### src/rtl/pci_pkg.sv
// Shared PCI model definitions: arbiter state encoding, active-low levels,
// device addresses and C/BE command words.
package pci_pkg;

    typedef enum logic [1:0] {
        IDLE,
        GRANTED,
        BUSY,
        TURNAROUND
    } arb_state_t;

    localparam logic ASSERTED   = 1'b0;
    localparam logic DEASSERTED = 1'b1;

    localparam logic [31:0] DEVICE_A_ADDRESS = 32'h0000_1000;
    localparam logic [31:0] DEVICE_B_ADDRESS = 32'h0000_2000;
    localparam logic [31:0] DEVICE_C_ADDRESS = 32'h0000_3000;

    localparam logic [3:0] READ_C_BE  = 4'b0110;
    localparam logic [3:0] WRITE_C_BE = 4'b0111;

endpackage

### src/rtl/pci_arbiter_if.sv
// Request/grant and shared bus-activity signals between the arbiter and the devices.
// Devices use the master modport, the arbiter uses the slave modport.
interface pci_arbiter_if #(
    parameter int N_MASTERS = 3
);
    logic [N_MASTERS-1:0]         REQ;
    logic                         FRAME;
    logic                         IRDY;
    logic [N_MASTERS-1:0]         GNT;
    logic [$clog2(N_MASTERS)-1:0] gnt_idx;
    logic                         bus_busy;
    logic                         timeout;

    modport master (
        output REQ, FRAME, IRDY,
        input  GNT, gnt_idx, bus_busy, timeout
    );

    modport slave (
        input  REQ, FRAME, IRDY,
        output GNT, gnt_idx, bus_busy, timeout
    );
endinterface

### src/rtl/pci_rr_picker.sv
// Combinational round-robin winner search: first active request after ptr,
// wrapping modulo N_MASTERS.
module pci_rr_picker #(
    parameter int N_MASTERS = 3
) (
    input  logic [N_MASTERS-1:0]         req,
    input  logic [$clog2(N_MASTERS)-1:0] ptr,
    output logic                         valid,
    output logic [$clog2(N_MASTERS)-1:0] idx
);
    localparam int IW = $clog2(N_MASTERS);

    int cand;

    // Walk from farthest to nearest so the closest requester after ptr wins.
    always_comb begin
        valid = 1'b0;
        idx   = '0;
        cand  = 0;
        for (int i = N_MASTERS; i >= 1; i--) begin
            cand = (int'(ptr) + i) % N_MASTERS;
            if (req[cand]) begin
                valid = 1'b1;
                idx   = cand[IW-1:0];
            end
        end
    end

endmodule

### src/rtl/pci_arbiter.sv
// Round-robin PCI bus arbiter with grant timeout and registered active-low GNT.
// Define PCI_ARB_PARKING_EN to park the grant on the last master while idle.
module pci_arbiter
    import pci_pkg::*;
#(
    parameter int N_MASTERS   = 3,
    parameter int GNT_TIMEOUT = 16
) (
    input  logic          clk,
    input  logic          rst,
    pci_arbiter_if.slave  bus
);
    localparam int         IW       = $clog2(N_MASTERS);
    localparam logic [7:0] CNT_LAST = 8'(GNT_TIMEOUT - 1);

    arb_state_t           state, state_n;
    logic [IW-1:0]        ptr, ptr_n;
    logic [IW-1:0]        idx, idx_n;
    logic [IW-1:0]        win_idx;
    logic                 win_valid;
    logic [7:0]           cnt, cnt_n;
    logic [N_MASTERS-1:0] req_act;
    logic [N_MASTERS-1:0] gnt_q, gnt_n;
    logic                 busy_q, busy_n;
    logic                 timeout_q, timeout_n;
    logic                 frame_low;
    logic                 bus_idle;

    // Undriven (z) or unknown lines count as deasserted, matching the bus pull-ups.
    always_comb begin
        req_act = '0;
        for (int i = 0; i < N_MASTERS; i++) begin
            req_act[i] = (bus.REQ[i] === ASSERTED);
        end
        frame_low = (bus.FRAME === ASSERTED);
        bus_idle  = (bus.FRAME !== ASSERTED) && (bus.IRDY !== ASSERTED);
    end

    pci_rr_picker #(
        .N_MASTERS (N_MASTERS)
    ) u_picker (
        .req   (req_act),
        .ptr   (ptr),
        .valid (win_valid),
        .idx   (win_idx)
    );

    always_ff @(posedge clk or posedge rst) begin
        if (rst) begin
            state     <= IDLE;
            ptr       <= IW'(N_MASTERS - 1);
            idx       <= '0;
            cnt       <= '0;
            gnt_q     <= '1;
            busy_q    <= 1'b0;
            timeout_q <= 1'b0;
        end else begin
            state     <= state_n;
            ptr       <= ptr_n;
            idx       <= idx_n;
            cnt       <= cnt_n;
            gnt_q     <= gnt_n;
            busy_q    <= busy_n;
            timeout_q <= timeout_n;
        end
    end

    always_comb begin
        state_n   = state;
        ptr_n     = ptr;
        idx_n     = idx;
        cnt_n     = cnt;
        timeout_n = 1'b0;
        case (state)
            IDLE: begin
`ifdef PCI_ARB_PARKING_EN
                // A different winner first retargets the parked grant through TURNAROUND.
                if (frame_low) begin
                    state_n = BUSY;
                end else if (win_valid && (win_idx != idx)) begin
                    idx_n   = win_idx;
                    state_n = TURNAROUND;
                end else if (win_valid) begin
                    ptr_n   = win_idx;
                    cnt_n   = '0;
                    state_n = GRANTED;
                end
`else
                if (win_valid) begin
                    idx_n   = win_idx;
                    ptr_n   = win_idx;
                    cnt_n   = '0;
                    state_n = GRANTED;
                end
`endif
            end
            GRANTED: begin
                if (frame_low) begin
                    state_n = BUSY;
                end else if (!req_act[idx]) begin
                    state_n = TURNAROUND;
                end else if (cnt == CNT_LAST) begin
                    timeout_n = 1'b1;
                    state_n   = TURNAROUND;
                end else begin
                    cnt_n = cnt + 8'd1;
                end
            end
            BUSY: begin
                if (bus_idle) begin
                    state_n = TURNAROUND;
                end
            end
            TURNAROUND: state_n = IDLE;
            default:    state_n = IDLE;
        endcase
    end

    // Output values are decoded from the next state so GNT leaves a flop.
    always_comb begin
        gnt_n  = '1;
        busy_n = (state_n == BUSY);
        case (state_n)
            GRANTED, BUSY: gnt_n[idx_n] = ASSERTED;
`ifdef PCI_ARB_PARKING_EN
            IDLE:          gnt_n[idx_n] = ASSERTED;
`endif
            default:       gnt_n = '1;
        endcase
    end

    assign bus.GNT      = gnt_q;
    assign bus.gnt_idx  = idx;
    assign bus.bus_busy = busy_q;
    assign bus.timeout  = timeout_q;

endmodule

### src/flat_wrapper.sv
// flat-port wrapper written by rule: the top's interface ports become plain ports
module pci_arbiter_flat import pci_pkg::*;
#(
    parameter int N_MASTERS   = 3,
    parameter int GNT_TIMEOUT = 16
)
  (clk, rst, bus_REQ, bus_FRAME, bus_IRDY, bus_GNT, bus_gnt_idx, bus_bus_busy, bus_timeout);
  pci_arbiter_if #(.N_MASTERS(N_MASTERS)) bus_i ();
  input  logic clk;
  input  logic rst;
  input wire logic [$bits(bus_i.REQ)-1:0] bus_REQ;
  input wire logic [$bits(bus_i.FRAME)-1:0] bus_FRAME;
  input wire logic [$bits(bus_i.IRDY)-1:0] bus_IRDY;
  output wire logic [$bits(bus_i.GNT)-1:0] bus_GNT;
  output wire logic [$bits(bus_i.gnt_idx)-1:0] bus_gnt_idx;
  output wire logic [$bits(bus_i.bus_busy)-1:0] bus_bus_busy;
  output wire logic [$bits(bus_i.timeout)-1:0] bus_timeout;
  assign bus_i.REQ = bus_REQ;
  assign bus_i.FRAME = bus_FRAME;
  assign bus_i.IRDY = bus_IRDY;
  assign bus_GNT = bus_i.GNT;
  assign bus_gnt_idx = bus_i.gnt_idx;
  assign bus_bus_busy = bus_i.bus_busy;
  assign bus_timeout = bus_i.timeout;
  pci_arbiter #(.N_MASTERS(N_MASTERS), .GNT_TIMEOUT(GNT_TIMEOUT)) u_core (.clk(clk), .rst(rst), .bus(bus_i));
endmodule
### config.mk
export PLATFORM = sky130hd
export DESIGN_NAME = pci_arbiter_flat
export DESIGN_NICKNAME = d
export VERILOG_FILES = /design/src/rtl/pci_pkg.sv /design/src/rtl/pci_arbiter_if.sv /design/src/rtl/pci_rr_picker.sv /design/src/rtl/pci_arbiter.sv /design/src/flat_wrapper.sv
export SDC_FILE = /design/constraint.sdc
export NUM_CORES = 1
export LEC_CHECK = 0
export BUFFER_PORTS_ARGS = -buffer_cell sky130_fd_sc_hd__buf_2
export CORE_AREA = 2 2 50 64
export DETAILED_ROUTE_END_ITERATION = 6
export DIE_AREA = 0 0 52 66
export GPL_TIMING_DRIVEN = 0
export PLACE_DENSITY_LB_ADDON = 0.2
export SLEW_MARGIN = 20
export SYNTH_ARGS = -nofsm -noshare
export SYNTH_HDL_FRONTEND = slang
export SYNTH_SLANG_ARGS = --single-unit
### constraint.sdc
create_clock -name clk -period 2.7 [get_ports clk]
set_input_delay 0.405 -clock clk [delete_from_list [all_inputs] [get_ports clk]]
set_output_delay 0.405 -clock clk [all_outputs]
set_load 0.02 [all_outputs]
Word-level counts from Yosys, hierarchy flattened
Cells that the tools add are included.
W data, S select, Z words.
{ "word_totals": {"ff_bits": 19, "input_bits": 7, "output_inout_bits": 7} }
{ "classes": {"addsub": 4, "div_mod_pow": 3, "order_cmp": 6, "eq_ne": 16, "mux": 37, "bitwise_logic": 1, "reduce_logical": 7} }
{ "op_table": {"columns": ["cell", "count"], "rows": [
  ["$lt A32 B4 Y1 const B", 3],
  ["$mod A32 B3 Y32 const B", 3],
  ["$mux W8", 4],
  ["$mux W2", 10],
  ["$pmux W8 S2", 1],
  ["$mux W1", 15],
  ["$add A8 B1 Y8 const B", 1],
  ["$bmux W1 S2", 4],
  ["$eq A8 B4 Y1 const B", 1],
  ["$pmux W2 S4", 1],
  ["$add A2 B2 Y3 const B", 2],
  ["$eq A2 B2 Y1 const B", 3],
  ["$lt A2 B3 Y1 const B", 2],
  ["$ne A2 B2 Y1 const B", 3],
  ["$reduce_and A5 Y1", 1],
  ["$eq A2 B1 Y1 const B", 2],
  ["$eqx A1 B1 Y1 const B", 4],
  ["$add A2 B1 Y3 const B", 1],
  ["$mux W3", 1],
  ["$not A3 Y3", 1],
  ["$demux W1 S2", 1],
  ["$ge A2 B1 Y1 const B", 1],
  ["$logic_and A1 B1 Y1", 2],
  ["$logic_not A2 Y1", 1],
  ["other kinds (5)", 6]
]} }

Logic depth before layout (Yosys ltp)
{ "depth": {"word_depth": 16, "mapped_depth": 9} }

Modules after synthesis
A second synthesis with hierarchy kept.
{ "hier_totals": {"hier_cells": 129, "hier_area_um2": 1233.7} }
{ "modules_own_cells": {"columns": ["mod", "instances", "cells_per_inst", "area_per_inst_um2", "seq_area_each_um2"], "rows": [
  ["pci_arbiter", 1, 93, 988.4, 480.5],
  ["pci_rr_picker", 1, 36, 245.2, 0.0]
]} }

Worst setup path before layout
No wires, ideal clock.
{ "synth_timing": {"kind": "reg2reg", "from": "register u_core.ptr[1]", "to": "register u_core.gnt_q[0] (netlist: u_core.bus.GNT[0])", "setup_time_ns": 0.096, "arrival_ns": 2.307, "path_slack_ns": 0.297, "stages_incl_launch_ff": 9, "cell_sequence": "dfstp_2 -> ha_1 -> mux2_1 -> o22ai_1 -> o41a_1 -> a21oi_1 -> ha_1 -> nor4_1 -> a31oi_1"} }
{ "synth_via": {"elab_chain_cells": 16, "word_cells_on_any_way": 35} }
{ "synth_lines": {"columns": ["item", "line", "text"], "rows": [
  ["start, declared", "pci_arbiter.sv:17", "logic [IW-1:0] ptr, ptr_n;"],
  ["start signal, assigned", "pci_arbiter.sv:51", "ptr <= IW'(N_MASTERS - 1);"],
  ["start signal, assigned", "pci_arbiter.sv:59", "ptr <= ptr_n;"],
  ["$add A2 B2 Y3", "pci_rr_picker.sv:21", "cand = (int'(ptr) + i) % N_MASTERS;"],
  ["$mod A32 B3 Y32", "pci_rr_picker.sv:21", null],
  ["$bmux W1 S2", "pci_rr_picker.sv:22", "if (req[cand]) begin"],
  ["$mux W1 (not written as such) (2 in a row)", "pci_rr_picker.sv:22", null],
  ["$mux W2 or $mux W1 (tied branches) (3 in a row)", "pci_rr_picker.sv:22", null],
  ["$mux W2", "pci_arbiter.sv:89", "if (win_valid) begin"],
  ["$mux W2", "pci_arbiter.sv:74", "case (state)"],
  ["$lt A2 B3 Y1 (not written as such) or $ge A2 B1 Y1 (tied branches)", "pci_arbiter.sv:124", "GRANTED, BUSY: gnt_n[idx_n] = ASSERTED;"],
  ["$logic_and A1 B1 Y1 (not written as such)", "pci_arbiter.sv:124", null],
  ["$mux W1 (not written as such)", "pci_arbiter.sv:124", null],
  ["$demux W1 S2", null, null],
  ["$not A3 Y3 (no line)", null, null],
  ["$mux W3 (*)", "pci_arbiter.sv:123", "case (state_n)"],
  ["via u_core.gnt_n[0]", "pci_arbiter.sv:23", "logic [N_MASTERS-1:0] gnt_q, gnt_n;"],
  ["end signal, assigned", "pci_arbiter.sv:62", "gnt_q <= gnt_n;"],
  ["end, declared", "pci_arbiter.sv:23", null]
]} }
The timed path passes the listed nets; every way through them passes the cells marked *. The select of a mux whose other input is x is not followed.
A chain may end at the register's enable or synchronous reset.

Worst setup path after layout
{ "layout_timing": {"from": "register u_core.ptr[0]", "to": "register u_core.gnt_q[0] (netlist: u_core.bus.GNT[0])"} }
Same word-level chain as after synthesis.

==> impl_results.md <==
* Drt pass-1 iters at 4
* Worst-skew pair later-pin latency at 0.30 ns
* Uppermost metal layer occupied by signal nets: met4
* Synth area leader: sky130_fd_sc_hd__dfrtp_1
* Post-detailed-placement half-perimeter wirelength at 1750 µm
* Final setup fails at 0
* Total count of max-transition violations in the final report at 0
* FILL cells at 283
* Number of distinct library cells after synthesis at 33
* Wire per inst at 13.8 µm
* Starting density of the core at 38.7%
* Maximum clock skew at final layout at 0.00309 ns
* Main area contributors after synthesis: sky130_fd_sc_hd__dfrtp_1 34%, sky130_fd_sc_hd__dfstp_2 9.6%, sky130_fd_sc_hd__ha_1 6.8%
* Switching part of the total power at 45.9%
* Net switching power figure at 613 µW
* Buffer cell driving the clock tree root: sky130_fd_sc_hd__clkbuf_4
* Number of cells produced by synthesis at 120
* Min Clock Period, post-route at 2.53 ns
* Req. time, crit path at 2.91 ns
* Data arrival time at the worst-slack endpoint at 2.74 ns
* Hold/Removal Path Class: in -> async
* Critical-path top delay cell: sky130_fd_sc_hd__dfrtp_1
* Portion of the post-synthesis area used by sequential elements at 43.8%
* Number of global-route vias before repair at 867
* Slew at the pin closest to its max-slew limit at 0.710 ns
* Die ar. at 3430 µm²
* Nature of the critical path endpoint: flop
* Power share of the sequential group at 33.4%
* Area after detailed placement at 1200 µm²
* Count of hold-fix buffers inserted at cts at 0
* Drc violations at 0
* Chip Height at 66 µm
* Clock tree from TritonCTS: yes
* Final std cell area, no fill at 1250 µm²
* Critical Path Max Stage Delay at 0.41 ns
* Syn nets at 133
* Antenna viol nets, final at 0
* DR vias at 947
* Total clock buffers created by CTS at 3
* Worst setup timing slack at the placement stage at 0.0600 ns
* Total power at 1.33 mW
* Clock transition at the register clock pins on the worst setup and hold paths after CTS at 0.11 ns
* Part of the cycle the worst path needs at 93.6%
* Number of sinks driven by the clock tree at 19
* Worst setup margin at 0.173 ns
* Routability cong. at 0.762
* Overflow after GRT at 0
* Combined global-route utilization of all metal layers at 14.9%
* Critical Path Source Type: flop
* Internal power component at 721 µW
* Pwr dens at 1070 nW/µm²
* Area of the core region at 2840 µm²
* Number of warnings issued by yosys at 0
* Detailed-route wire length on metal 1 at 1070 µm
* Horizontal die dimension at 52 µm
* Maxcap violations at 0
* Routed met3 length at 57 µm
* Post-Synthesis Mean Instance Area at 9.13 µm²
* CP delay by family, top: adder cells
* Area Growth Syn to Fin at 13.8%
* Max Buffers Root-to-Sink at 2
* Sum of met2 wire segment lengths after detailed routing at 1220 µm
* Total detailed-routing wirelength at 2380 µm
* Pin count of the biggest net entering global routing at 20
* Buffers and inverters on the worst path at 1
* Number of core rows at 22
* Top-level port count at 14
* Port-buffer cells at 12
* Number of DRC markers after the initial detailed-route iteration at 38
* H-tree level count at 1
* Final-layout setup total negative slack at 0 ns
* RSZ-0062 raised after global routing: false
* Combinational share of power at 55.6%
* Peak fanout along the critical path at 7
* Leakage component of the power at 0.543 nW
* Number of register bits inferred by synthesis at 19
* Number of antenna violations at the first check in global routing at 0
* Run status: finished clean
* Maximum VDD drop at 0.534 mV
* Proportion of layout cells with a drive suffix above 1 at 21.2%
* Via count normalized by instance count at 5.47
* FMAX at 396 MHz
* Clock share of power at 11.0%
* Wire length of the first global-routing pass at 3860 µm
* Worst setup path class: reg -> reg
* Number of hold violations in the final report at 0
* CP cell instances: inv_1, ha_2, mux2_1, o22ai_2, o41a_1, a21oi_2, ha_1, nor4_1, a31oi_1
* Area share of the largest cell type after synthesis at 34.2%
* Antenna cells at 0
* Worst max-slew margin expressed relative to the limit at 52.6%
* Minimum hold slack at 0.200 ns
* Net count reported at finish at 151
* R2r setup slk at 0.17 ns
* Combined area of all synthesized cells at 1100 µm²
kinds of logic after synthesis:
group                    share of synthesized area [%]
AO/OA/AOI/OAI                                     15.9
AND/OR/NAND/NOR                                   22.7
adder cells (fa/ha/maj)                           6.85
buffers and inverters                             3.65
multiplexers                                      3.08
XOR/XNOR                                          4.00
flip-flops                                        43.8
registers in the layout, summed over array words and instances (netlist names):
register and flops:
u_core.cnt 8, u_core.bus.timeout 1, u_core.state 2, u_core.ptr 2
u_core.bus.bus_busy 1, u_core.bus.GNT 3, u_core.bus.gnt_idx 2
worst paths after layout:
check                           cells past startpoint     startpoint               endpoint
worst max-delay path                                9  u_core.ptr[0]      u_core.bus.GNT[0]
worst min-delay path                                2            rst     u_core.bus.timeout
worst max register to register                      9  u_core.ptr[0]      u_core.bus.GNT[0]
worst min register to register                      1  u_core.cnt[0]          u_core.cnt[0]
max in group asynchronous                           2            rst  u_core.bus.gnt_idx[1]
min in group clk                                    3      bus_FRAME     u_core.bus.timeout
routing by layer:
layer  global-route usage (%)  up-vias
met5                        0        -
met4                     6.91        0
met3                    0.679        5
met2                     26.3       19
met1                     18.2      460
li1                         -      463
cells in the mapped netlist:
| cell | number |
|---|---|
| sky130_fd_sc_hd__dfrtp_1 | 15 |
| sky130_fd_sc_hd__nor2_1 | 14 |
| sky130_fd_sc_hd__inv_1 | 8 |
| sky130_fd_sc_hd__nand2_1 | 8 |
| sky130_fd_sc_hd__nand3_1 | 8 |
| sky130_fd_sc_hd__a21oi_1 | 7 |
| sky130_fd_sc_hd__ha_1 | 6 |
| sky130_fd_sc_hd__nor3_1 | 6 |
| sky130_fd_sc_hd__o21ai_0 | 6 |
| sky130_fd_sc_hd__nand2b_1 | 5 |
| sky130_fd_sc_hd__xor2_1 | 5 |
| sky130_fd_sc_hd__dfstp_2 | 4 |
| sky130_fd_sc_hd__a211oi_1 | 2 |
| sky130_fd_sc_hd__buf_2 | 2 |
| sky130_fd_sc_hd__mux2_2 | 2 |
| sky130_fd_sc_hd__nand3b_1 | 2 |
| sky130_fd_sc_hd__nor2b_1 | 2 |
| sky130_fd_sc_hd__nor4_1 | 2 |
| sky130_fd_sc_hd__or3_1 | 2 |
| sky130_fd_sc_hd__a211o_1 | 1 |
| sky130_fd_sc_hd__a21o_1 | 1 |
| sky130_fd_sc_hd__a31o_2 | 1 |
| sky130_fd_sc_hd__a31oi_1 | 1 |
| sky130_fd_sc_hd__and3_1 | 1 |
| sky130_fd_sc_hd__mux2_1 | 1 |
| sky130_fd_sc_hd__nand4_1 | 1 |
| sky130_fd_sc_hd__o211ai_1 | 1 |
| sky130_fd_sc_hd__o22ai_1 | 1 |
| sky130_fd_sc_hd__o22ai_2 | 1 |
| sky130_fd_sc_hd__o31ai_1 | 1 |
| sky130_fd_sc_hd__o32ai_1 | 1 |
| sky130_fd_sc_hd__o41a_1 | 1 |
| sky130_fd_sc_hd__o41ai_1 | 1 |
placed cells by master (no fill, tap or decap), types with 3 or more instances in the layout:
cell type	n
sky130_fd_sc_hd__o21ai_0	6
sky130_fd_sc_hd__clkbuf_4	3
sky130_fd_sc_hd__nand2_1	8
sky130_fd_sc_hd__nor2_1	14
sky130_fd_sc_hd__dfrtp_1	15
sky130_fd_sc_hd__nor3_1	6
sky130_fd_sc_hd__inv_1	8
sky130_fd_sc_hd__xor2_1	5
sky130_fd_sc_hd__dfstp_2	4
sky130_fd_sc_hd__a21oi_1	6
sky130_fd_sc_hd__buf_2	14
sky130_fd_sc_hd__nand3_1	8
sky130_fd_sc_hd__nand2b_1	5
sky130_fd_sc_hd__ha_1	5
worst reg2reg max path, stage by stage (launching register included):
cell and delay, ns:
sky130_fd_sc_hd__dfrtp_1 0.41, sky130_fd_sc_hd__inv_1 0.09, sky130_fd_sc_hd__ha_2 0.39, sky130_fd_sc_hd__mux2_1 0.35
sky130_fd_sc_hd__o22ai_2 0.19, sky130_fd_sc_hd__o41a_1 0.29, sky130_fd_sc_hd__a21oi_2 0.06, sky130_fd_sc_hd__ha_1 0.34
sky130_fd_sc_hd__nor4_1 0.24, sky130_fd_sc_hd__a31oi_1 0.07
stage by stage:
step	instances	util, %
floorplan	120	-
global placement	168	42.4
detailed placement	168	42.4
CTS	172	43.3
global route	173	44.0
finish	173	44.0
power by group through the flow:
stage	Clock, mW	Sequential (mW)	Combinational (mW)
2_1_floorplan	0	0.480	0.486
3_5_place_dp	0	0.450	0.702
3_3_place_gp	0	0.446	0.687
5_1_grt	0.159	0.458	0.828
4_1_cts	0.150	0.445	0.704
6_report	0.147	0.445	0.743
final cells by class:
| cell class | instances | area [µm²] | area share, % |
|---|---|---|---|
| clock buffers | 4 | 26.3 | 2.11 |
| inverters | 8 | 30.0 | 2.41 |
| multi-input cells | 91 | 588 | 47.1 |
| plain buffers | 2 | 10.0 | 0.802 |
| repair buffers | 13 | 67.6 | 5.42 |
| well taps | 36 | 45.0 | 3.61 |
| flip-flops and latches | 19 | 480 | 38.5 |
timing repair:
action	CTS	global route
gates resized for setup	0	3
setup buffers	0	1
setup endpoints to repair	0	2
Note: power is estimated with default switching activity, not from simulation.
